File: src/rtl/dec32_pkg.sv
// Shared definitions for the decimal32 multiplier result path: flag bit
// positions, the canonical quiet NaN and the queued entry layout.
package dec32_pkg;

    localparam int FLAG_INVALID   = 3;
    localparam int FLAG_OVERFLOW  = 2;
    localparam int FLAG_UNDERFLOW = 1;
    localparam int FLAG_INEXACT   = 0;

    localparam logic [31:0] DEC32_QNAN    = 32'h7C00_0000;
    localparam int          DEC32_ENTRY_W = 36;

    typedef struct packed {
        logic [31:0] result;
        logic [3:0]  flags;
    } dec32_entry_t;

    // Invalid-operation products are replaced by the positive canonical qNaN.
    function automatic logic [31:0] canon_result(input logic [31:0] result,
                                                 input logic [3:0]  flags);
        return flags[FLAG_INVALID] ? DEC32_QNAN : result;
    endfunction

endpackage

File: src/rtl/dec32_sync_fifo.sv
// Single-clock FIFO with an explicit occupancy counter so full and empty
// never alias; ready/valid depend only on registered state.
module dec32_sync_fifo #(
    parameter int DEPTH = 4,
    parameter int AW    = 2,
    parameter int W     = 36
) (
    input  logic          clk,
    input  logic          rst,
    input  logic          push,
    input  logic [W-1:0]  wr_data,
    input  logic          pop,
    output logic [W-1:0]  rd_data,
    output logic          in_ready,
    output logic          out_valid,
    output logic [AW:0]   count
);

    localparam logic [AW:0] FULL_CNT = (AW+1)'(DEPTH);

    logic [W-1:0]  mem_r [DEPTH];
    logic [AW-1:0] wr_ptr_r;
    logic [AW-1:0] rd_ptr_r;
    logic [AW:0]   count_r;
    logic          push_ok_s;
    logic          pop_ok_s;

    assign in_ready  = (count_r != FULL_CNT);
    assign out_valid = (count_r != {(AW+1){1'b0}});
    assign push_ok_s = push & in_ready;
    assign pop_ok_s  = pop & out_valid;
    assign rd_data   = mem_r[rd_ptr_r];
    assign count     = count_r;

    // Storage, pointers and occupancy; pointers wrap naturally at DEPTH.
    always_ff @(posedge clk) begin
        if (rst) begin
            wr_ptr_r <= {AW{1'b0}};
            rd_ptr_r <= {AW{1'b0}};
            count_r  <= {(AW+1){1'b0}};
            for (int i = 0; i < DEPTH; i++) begin
                mem_r[i] <= {W{1'b0}};
            end
        end else begin
            if (push_ok_s) begin
                mem_r[wr_ptr_r] <= wr_data;
                wr_ptr_r        <= wr_ptr_r + AW'(1);
            end
            if (pop_ok_s) begin
                rd_ptr_r <= rd_ptr_r + AW'(1);
            end
            case ({push_ok_s, pop_ok_s})
                2'b10:   count_r <= count_r + (AW+1)'(1);
                2'b01:   count_r <= count_r - (AW+1)'(1);
                default: count_r <= count_r;
            endcase
        end
    end

endmodule

File: src/rtl/dec32_mul_result_queue.sv
// Result queue behind the decimal32 multiplier: canonicalises invalid results,
// buffers products and keeps sticky exception flags with a maskable trap.
module dec32_mul_result_queue
    import dec32_pkg::*;
#(
    parameter int DEPTH = 4,
    parameter int AW    = 2
) (
    input  logic          clk,
    input  logic          rst,
    input  logic          in_valid,
    output logic          in_ready,
    input  logic [31:0]   in_result,
    input  logic [3:0]    in_flags,
    output logic          out_valid,
    input  logic          out_ready,
    output logic [31:0]   out_result,
    output logic [3:0]    out_flags,
    output logic [AW:0]   count,
    input  logic [3:0]    flag_mask,
    input  logic          sticky_clear,
    output logic [3:0]    sticky_flags,
    output logic          trap
);

    dec32_entry_t wr_entry_s;
    dec32_entry_t rd_entry_s;
    logic         accept_s;
    logic [3:0]   sticky_next_s;
    logic [3:0]   sticky_r;
    logic         trap_r;

    dec32_sync_fifo #(
        .DEPTH (DEPTH),
        .AW    (AW),
        .W     (DEC32_ENTRY_W)
    ) u_fifo (
        .clk       (clk),
        .rst       (rst),
        .push      (in_valid),
        .wr_data   (wr_entry_s),
        .pop       (out_ready),
        .rd_data   (rd_entry_s),
        .in_ready  (in_ready),
        .out_valid (out_valid),
        .count     (count)
    );

    assign accept_s     = in_valid & in_ready;
    assign out_result   = rd_entry_s.result;
    assign out_flags    = rd_entry_s.flags;
    assign sticky_flags = sticky_r;
    assign trap         = trap_r;

    // Entry formation and next sticky value; a clear loses to a same-cycle accept.
    always_comb begin
        wr_entry_s.result = canon_result(in_result, in_flags);
        wr_entry_s.flags  = in_flags;
        sticky_next_s     = sticky_r;
        if (sticky_clear) begin
            sticky_next_s = 4'b0000;
        end else begin
            sticky_next_s = sticky_r;
        end
        if (accept_s) begin
            sticky_next_s = sticky_next_s | in_flags;
        end else begin
            sticky_next_s = sticky_next_s;
        end
    end

    // Sticky flags and the registered trap derived from them.
    always_ff @(posedge clk) begin
        if (rst) begin
            sticky_r <= 4'b0000;
            trap_r   <= 1'b0;
        end else begin
            sticky_r <= sticky_next_s;
            trap_r   <= |(sticky_next_s & ~flag_mask);
        end
    end

endmodule

File: config.mk
export PLATFORM = sky130hd
export DESIGN_NAME = dec32_mul_result_queue
export DESIGN_NICKNAME = d
export VERILOG_FILES = /design/src/rtl/dec32_pkg.sv /design/src/rtl/dec32_sync_fifo.sv /design/src/rtl/dec32_mul_result_queue.sv
export SDC_FILE = /design/constraint.sdc
export NUM_CORES = 1
export LEC_CHECK = 0
export CAP_MARGIN = 20
export CORE_MARGIN = 1
export CORE_UTILIZATION = 61
export CTS_BUF_LIST = sky130_fd_sc_hd__clkbuf_4
export DETAILED_ROUTE_END_ITERATION = 16
export PLACE_DENSITY = 0.87
export SYNTH_ARGS = -nofsm -noshare
export SYNTH_HDL_FRONTEND = slang
export SYNTH_SLANG_ARGS = --single-unit
export TNS_END_PERCENT = 5
File: constraint.sdc
create_clock -name clk -period 9.64 [get_ports clk]
set_input_delay 2.892 -clock clk [delete_from_list [all_inputs] [get_ports clk]]
set_output_delay 2.892 -clock clk [all_outputs]
set_load 0.02 [all_outputs]
# Word-level counts from Yosys, hierarchy flattened
# Memories as Yosys holds them, arrays and structs flattened. A register that Yosys moved wholly into a read port is not among the register bits.
# Index checks and enable logic that the tools add are counted.
# Widths: inputs -> output; s select.
[classes] addsub=4 n_eq_ne=3 n_mux=14 bitwise_logic=5 n_reduce_logical=4
[op_table] operator="$mux 36" count=1
[op_table] operator="$reduce_or 36->1" count=1
[op_table] operator="$mux 32" count=1
[op_table] operator="$mux 4" count=2
[op_table] operator="$mux 1" count=6
[op_table] operator="$mux 2" count=3
[op_table] operator="$pmux 3 s2" count=1
[op_table] operator="$add 2x1->2 const B" count=2
[op_table] operator="$and 4x4->4" count=1
[op_table] operator="$not 4->4" count=1
[op_table] operator="$or 4x4->4" count=1
[op_table] operator="$reduce_or 4->1" count=1
[op_table] operator="$add 3x1->3 const B" count=1
[op_table] operator="$ne 3x3->1 const B" count=1
[op_table] operator="$reduce_bool 3->1" count=1
[op_table] operator="$sub 3x1->3 const B" count=1
[op_table] operator="$and 1x1->1" count=2
[op_table] operator="$eq 2x1->1 const B" count=1
[op_table] operator="$eq 2x2->1 const B" count=1
[op_table] operator="$reduce_bool 2->1" count=1
[word_totals] ff_bits=12 ram_bits=144 output_inout_bits=46 mem_count=1
[memory_table] memory="u_fifo.mem_r" depth=4 width=36 read_ports=1 rd_clocked_by_memory_dff=1 write_ports=4 line_no="dec32_sync_fifo.sv:21" rtl="logic [W-1:0] mem_r [DEPTH];"

# Depth between registers and ports, before layout
# Gate-level depths: netlist of the first run.
[logic_depth] ltp_word=7 ltp_mapped=10

# Cells and area by module
# Synthesis of the first run repeated with hierarchy kept, for this count alone.
[hier_totals] cells_unflattened=456 area_unflattened_um2=7094.3
[by_module_without_submodules] module="dec32_sync_fifo" n_inst=1 cells_per_inst=397 area_per_inst_um2=6661.4 seq_area_each_um2=4504.3
[by_module_without_submodules] module="dec32_mul_result_queue" n_inst=1 cells_per_inst=59 area_per_inst_um2=432.9 seq_area_each_um2=100.1

# Worst setup path before layout of the first run
# OpenSTA, ideal clock, no wires.
[synth_timing] path_type="in2reg" start="input port in_valid" end="memory u_fifo.mem_r[1][0] (enable)" setup_ns=0.437 t_arrival_ns=4.707 setup_slack_ns=4.496 cell_stages=2 path_buffers=0 cell_sequence="nand3_1 o21bai_1"
[synth_rtl] element="start, declared" line_no="dec32_mul_result_queue.sv:11" rtl="input logic in_valid,"
[synth_rtl] element="end, declared" line_no="dec32_sync_fifo.sv:21"

==> summary.txt, run 1 <==
pin count of the biggest net entering global routing -> 109
DRC violations left -> 0
LEAKAGE -> 0.00327 uW
Peak VDD IR -> 0.173 mV
Initial Util -> 63.1%
Final Hold Fails -> 0
routed len/inst -> 20.3 um
Routed WL -> 13.6 mm
TNS Setup -> 0 ns
status -> finished clean
Post-Synthesis Cells -> 438
overall fraction of global-route tracks in use -> 25.3%
Num CTS Buffers -> 17
count leader, synth -> edfxtp_1
Yosys top cell by area -> edfxtp_1
critical path class -> reg -> out
worst-margin pin slew -> 1.03 ns
syn_area_per_cell -> 15.7 um^2
via-per-instance ratio -> 6.00
period utilisation layout -> 57.3%
Hold WC Path Type -> reg -> reg
Die X -> 108 um
Synth warnings -> 0
crit-path cells -> buf_4, mux4_2, clkdlybuf4s50_1
post-synth top area share -> 62.7%
most frequent cells after synthesis -> 144 x edfxtp_1, 93 x and3_1, 36 x mux4_2
Top FF cell, synth -> edfxtp_1
Crit path largest cell delay -> 0.64 ns
Detail Route Antenna Nets -> 0
Post-DP HPWL -> 8.03 mm
Die ar. -> 11700 um^2
CP arrival -> 2.63 ns
Detailed Routing Iterations Pass 1 -> 5
share of cells above drive strength 1 -> 19.4%
Synth Net Count -> 485
Finish-stage setup viols -> 0
first-pass GRT wire length -> 21.5 mm
Area contributors post-synth -> edfxtp_1 63%, mux4_2 12%, and3_1 8.4%
GRT overflow -> 0
share of the yosys chip area belonging to registers -> 66.8%
Rows -> 38
setup repair bufs after CTS -> 0
number of port buffers -> 90
max_cap viols -> 0
WP data required -> 6.75 ns
routed via count -> 4032
cts repair resizes -> 0
endpoint type of the worst setup path -> primary output
Routability Congestion -> 0.843
CTS tree -> yes
relative slew slack -> 31.2%
min Tclk post-route -> 5.52 ns
synthesis-stage register bit count -> 158
H-tree depth -> 4
clk sinks -> 158
# IOs -> 91
Setup Skew -> 0.0126 ns
number of hold buffers added after cts -> 0
clk root buf -> clkbuf_4
n_diodes -> 0
crit-path max FO -> 36
Clock Pin Slew Worst Setup and Hold Paths -> 0.12 ns
synth unique cells -> 35
unrepaired setup endpoints after global routing -> no
Achievable Freq -> 0.181 GHz
Pwr Total -> 1760 uW
CP startpoint kind -> register
filler instances -> 674
# nets final -> 566
clock buffer depth -> 2
core area -> 10900 um^2
Area growth, synth to finish -> 18.2%
detailed router's first-iteration violation count -> 283
post-synthesis async set-or-reset flop share -> 0%
insertion delay to the later sink of the worst-skew pair -> 0.51 ns
die height -> 108 um
Mapped Area -> 6900 um^2
Slowest cell on crit path -> mux4_2
initial antenna violation count -> 0
Cell Pwr Density -> 216 nW/um^2
Post-synth EDFFs -> 144
vias in the first global route -> 4192
Max Slew Vio Count -> 0
cells in the final DEF (no fill, tap or decap), types with 2 or more instances in the layout:
cell and count:
buf_4 5, nor2b_1 10, o21ai_0 2, inv_1 4, edfxtp_1 144, a21o_1 5
nand3_1 3, nand2_1 2, or3_1 2, nand2b_2 2, a21oi_1 2, dfxtp_1 12
clkinv_4 3, mux4_2 36, clkinv_2 5, and2_1 11, and3_1 93, xor2_1 3
and2_4 20, dfxtp_2 2, clkdlybuf4s50_1 90, nor2_1 34, clkbuf_4 21
stage by stage:
step                area (um^2)  hold WS, ns  instances  setup slack, ns  utilization (%)
detailed placement         7900        0.465        640             3.97             72.2
global placement           7870        0.469        639             4.17             72.0
CTS                        8150        0.500        672             4.02             74.5
global route               8150        0.523        672             3.92             74.5
finish                     8150        0.501        672             4.12             74.5
floorplan                  6900        0.485        438             4.50                -
worst max-delay path, delay by kind of cell, from the launching register on:
kind     cells  cell delay (ns)
buf+inv      2             1.15
mux          1             0.64
flops        1             0.33
flip-flops by register name (all words and copies together), names as in the netlist, named ones only:
register / cells
u_fifo.wr_ptr_r: 2
trap: 1
sticky_flags: 4
u_fifo.rd_ptr_r: 2
u_fifo.count: 3
u_fifo.mem_r: 144
final cells by class:
class	instances	area, um^2	share of cell area [%]
clock inverter	11	93.8	1.15
timing repair buffer	96	966	11.9
tap	140	175	2.15
sequential	158	4610	56.5
clock buffer	21	158	1.93
inverter	4	15.0	0.184
multi-input combinational	242	2140	26.2
metal layers:
| layer | vias to the layer above | global-route usage (%) | wire length, um |
|---|---|---|---|
| li1 | 1844 | - | - |
| met1 | 2004 | 33.7 | 5550 |
| met2 | 175 | 40.4 | 7050 |
| met3 | 9 | 6.45 | 931 |
| met4 | 0 | 9.85 | 108 |
| met5 | - | 0 | 0 |
final timing paths:
kind	startpoint	to	slack, ns	cells after the start
worst max-delay path	register	out_result[26]	4.12	3
worst min-delay path	sticky_flags[1]	sticky_flags[1]	0.50	1
worst max register to register	u_fifo.count[2]	u_fifo.count[2]	7.08	8
worst min register to register	sticky_flags[1]	sticky_flags[1]	0.50	1
cells by family after synthesis:
family	synth area share (%)
simple gates	16.1
flops	66.8
buf+inv	2.61
mux	11.9
compound gates	1.60
xor+xnor	0.508
fa+ha+maj	0.472
power by group:
group	leakage (uW)	internal (uW)	switching (uW)
registers	0.00162	820	37.9
logic	0.00151	269	274
clock network	0.000149	139	218
No activity file was read; power rests on OpenSTA's default activity.
==> run 2, diff against run 1 <==
--- a/config.mk
+++ b/config.mk
@@ -7,10 +7,10 @@
 export LEC_CHECK = 0
 export CAP_MARGIN = 20
 export CORE_MARGIN = 1
-export CORE_UTILIZATION = 61
+export CORE_UTILIZATION = 52
 export CTS_BUF_LIST = sky130_fd_sc_hd__clkbuf_4
 export DETAILED_ROUTE_END_ITERATION = 16
-export PLACE_DENSITY = 0.87
+export PLACE_DENSITY = 0.79
 export SYNTH_ARGS = -nofsm -noshare
 export SYNTH_HDL_FRONTEND = slang
 export SYNTH_SLANG_ARGS = --single-unit
==> constraint.sdc (replaced) <==
create_clock -name clk -period 5 [get_ports clk]
set_input_delay 1.5 -clock clk [delete_from_list [all_inputs] [get_ports clk]]
set_output_delay 1.5 -clock clk [all_outputs]
set_load 0.02 [all_outputs]
==> run 2 against run 1 <==
Compared with the run above:
- power rose by 100%
- combinational power is 90% higher
- non-clock buffer count rose by 6
- register-to-register slack lost 4.6 ns
- die area increased by 17%
- clock skew is 0.0039 ns higher
==> summary.txt, run 2 (synthesized netlist as in run 1, its figures left out) <==
filler instances -> 940 (was 674)
Reg area -> 4610 um^2 (unchanged)
Initial Util -> 54.0% (was 63.1%)
clock buffer depth -> 2 (unchanged)
Biggest register -> u_fifo.mem_r (unchanged)
WP data required -> 3.50 ns (was 6.75 ns)
Final Hold Fails -> 0 (unchanged)
Detail Route Antenna Nets -> 0 (unchanged)
status -> finished clean (unchanged)
clk root buf -> clkbuf_4 (unchanged)
Hold WC Path Type -> reg -> reg (unchanged)
dpl cell area -> 7970 um^2 (was 7900 um^2)
number of port buffers -> 90 (unchanged)
worst setup margin -> 0.653 ns (was 4.12 ns)
Post-DP HPWL -> 8.87 mm (was 8.03 mm)
crit-path max FO -> 20 (was 36)
insertion delay to the later sink of the worst-skew pair -> 0.53 ns (was 0.51 ns)
number of flip-flops in the largest register -> 144 (unchanged)
worst-margin pin slew -> 0.999 ns (was 1.03 ns)
LEAKAGE -> 0.00331 uW (was 0.00327 uW)
critical path class -> reg -> out (unchanged)
Die ar. -> 13700 um^2 (was 11700 um^2)
Die X -> 117 um (was 108 um)
endpoint type of the worst setup path -> primary output (unchanged)
vias in the first global route -> 4150 (was 4192)
commonest non-fill, non-tap cell in the layout -> edfxtp_1 (unchanged)
H-tree depth -> 4 (unchanged)
Rows -> 41 (was 38)
Peak VDD IR -> 0.244 mV (was 0.173 mV)
die height -> 117 um (was 108 um)
Routability Congestion -> 0.772 (was 0.843)
relative slew slack -> 33.4% (was 31.2%)
share of cells above drive strength 1 -> 20.3% (was 19.4%)
cts repair resizes -> 0 (unchanged)
# IOs -> 91 (unchanged)
Max Slew Vio Count -> 0 (unchanged)
via-per-instance ratio -> 5.74 (was 6.00)
# nets final -> 572 (was 566)
number of hold buffers added after cts -> 0 (unchanged)
CP arrival -> 2.85 ns (was 2.63 ns)
n_diodes -> 0 (unchanged)
commonest cells after routing, fill and taps aside -> 144 x edfxtp_1, 93 x and3_1, 90 x clkdlybuf4s50_1, 36 x mux4_2, 34 x nor2_1 (unchanged)
setup repair bufs after CTS -> 0 (unchanged)
GRT overflow -> 0 (unchanged)
CTS tree -> yes (unchanged)
TNS Setup -> 0 ns (unchanged)
routed via count -> 4076 (was 4032)
Num CTS Buffers -> 17 (unchanged)
Achievable Freq -> 0.230 GHz
DRC violations left -> 0 (unchanged)
Cell Pwr Density -> 424 nW/um^2 (was 216 nW/um^2)
pre-CTS WS -> 0.845 ns (was 3.97 ns)
clk sinks -> 158 (unchanged)
overall fraction of global-route tracks in use -> 22.7% (was 25.3%)
period utilisation layout -> 86.9%
detailed router's first-iteration violation count -> 338 (was 283)
post-route cell area -> 8280 um^2 (was 8150 um^2)
routed len/inst -> 20.0 um (was 20.3 um)
Area growth, synth to finish -> 20.0% (was 18.2%)
Clock Pin Slew Worst Setup and Hold Paths -> 0.13 ns (was 0.12 ns)
Setup Skew -> 0.0165 ns (was 0.0126 ns)
initial antenna violation count -> 0 (unchanged)
CP startpoint kind -> register (unchanged)
pin count of the biggest net entering global routing -> 109 (unchanged)
Detailed Routing Iterations Pass 1 -> 5 (unchanged)
min Tclk post-route -> 4.35 ns
unrepaired setup endpoints after global routing -> no (unchanged)
first-pass GRT wire length -> 22.4 mm (was 21.5 mm)
core area -> 12800 um^2 (was 10900 um^2)
Routed WL -> 14.2 mm (was 13.6 mm)
Finish-stage setup viols -> 0 (unchanged)
multi-input logic area -> 2140 um^2 (unchanged)
max_cap viols -> 0 (unchanged)
-- run 2: changes by cell type in the layout (fill, tap and decap cells not counted), sizes merged --
cell and change:
buf +6, bufinv +2, clkbuf -2, clkinv -1, clkinvlp +2, inv -1
-- run 2: layout make-up --
type	count	area share, %
sequential	158	55.7
multi-input combinational	242	25.8
timing repair buffer	102	12.2
tap	172	2.60
clock inverter	13	1.78
clock buffer	19	1.72
inverter	4	0.181
-- run 2: layer usage --
metal / routed length (um) / global-route usage, %
met1: 6050 / 29.8
met4: 141 / 6.58
met3: 871 / 5.72
met5: 0 / 0
met2: 7140 / 37.9
-- run 2: final timing paths --
check	start	endpoint	slack, ns	cells past startpoint
worst max-delay path	register	out_result[28]	0.65	3
worst max register to register	u_fifo.count[2]	u_fifo.count[2]	2.46	8
worst min-delay path	sticky_flags[3]	sticky_flags[3]	0.51	1
worst min register to register	sticky_flags[3]	sticky_flags[3]	0.51	1
-- run 2: critical path, cell delays in order, from the launching register on --
cell and delay, ns:
dfxtp_2 0.84, buf_4 0.36, mux4_2 0.52, clkdlybuf4s50_1 0.60
-- run 2: power breakdown --
part	switching, uW	internal [uW]
clock	427	351
sequential	116	1580
combinational	501	533
total	1040	2460
-- run 2: per-stage QoR --
step	hold slack [ns]	utilization, %	power [uW]	cells
final	0.506	64.8	3510	710
after global placement	0.471	62.2	2730	675
after CTS	0.511	64.7	3530	709
after detailed placement	0.460	62.4	2770	677
after global routing	0.547	64.8	3650	710
after floorplan	0.485	-	2310	438
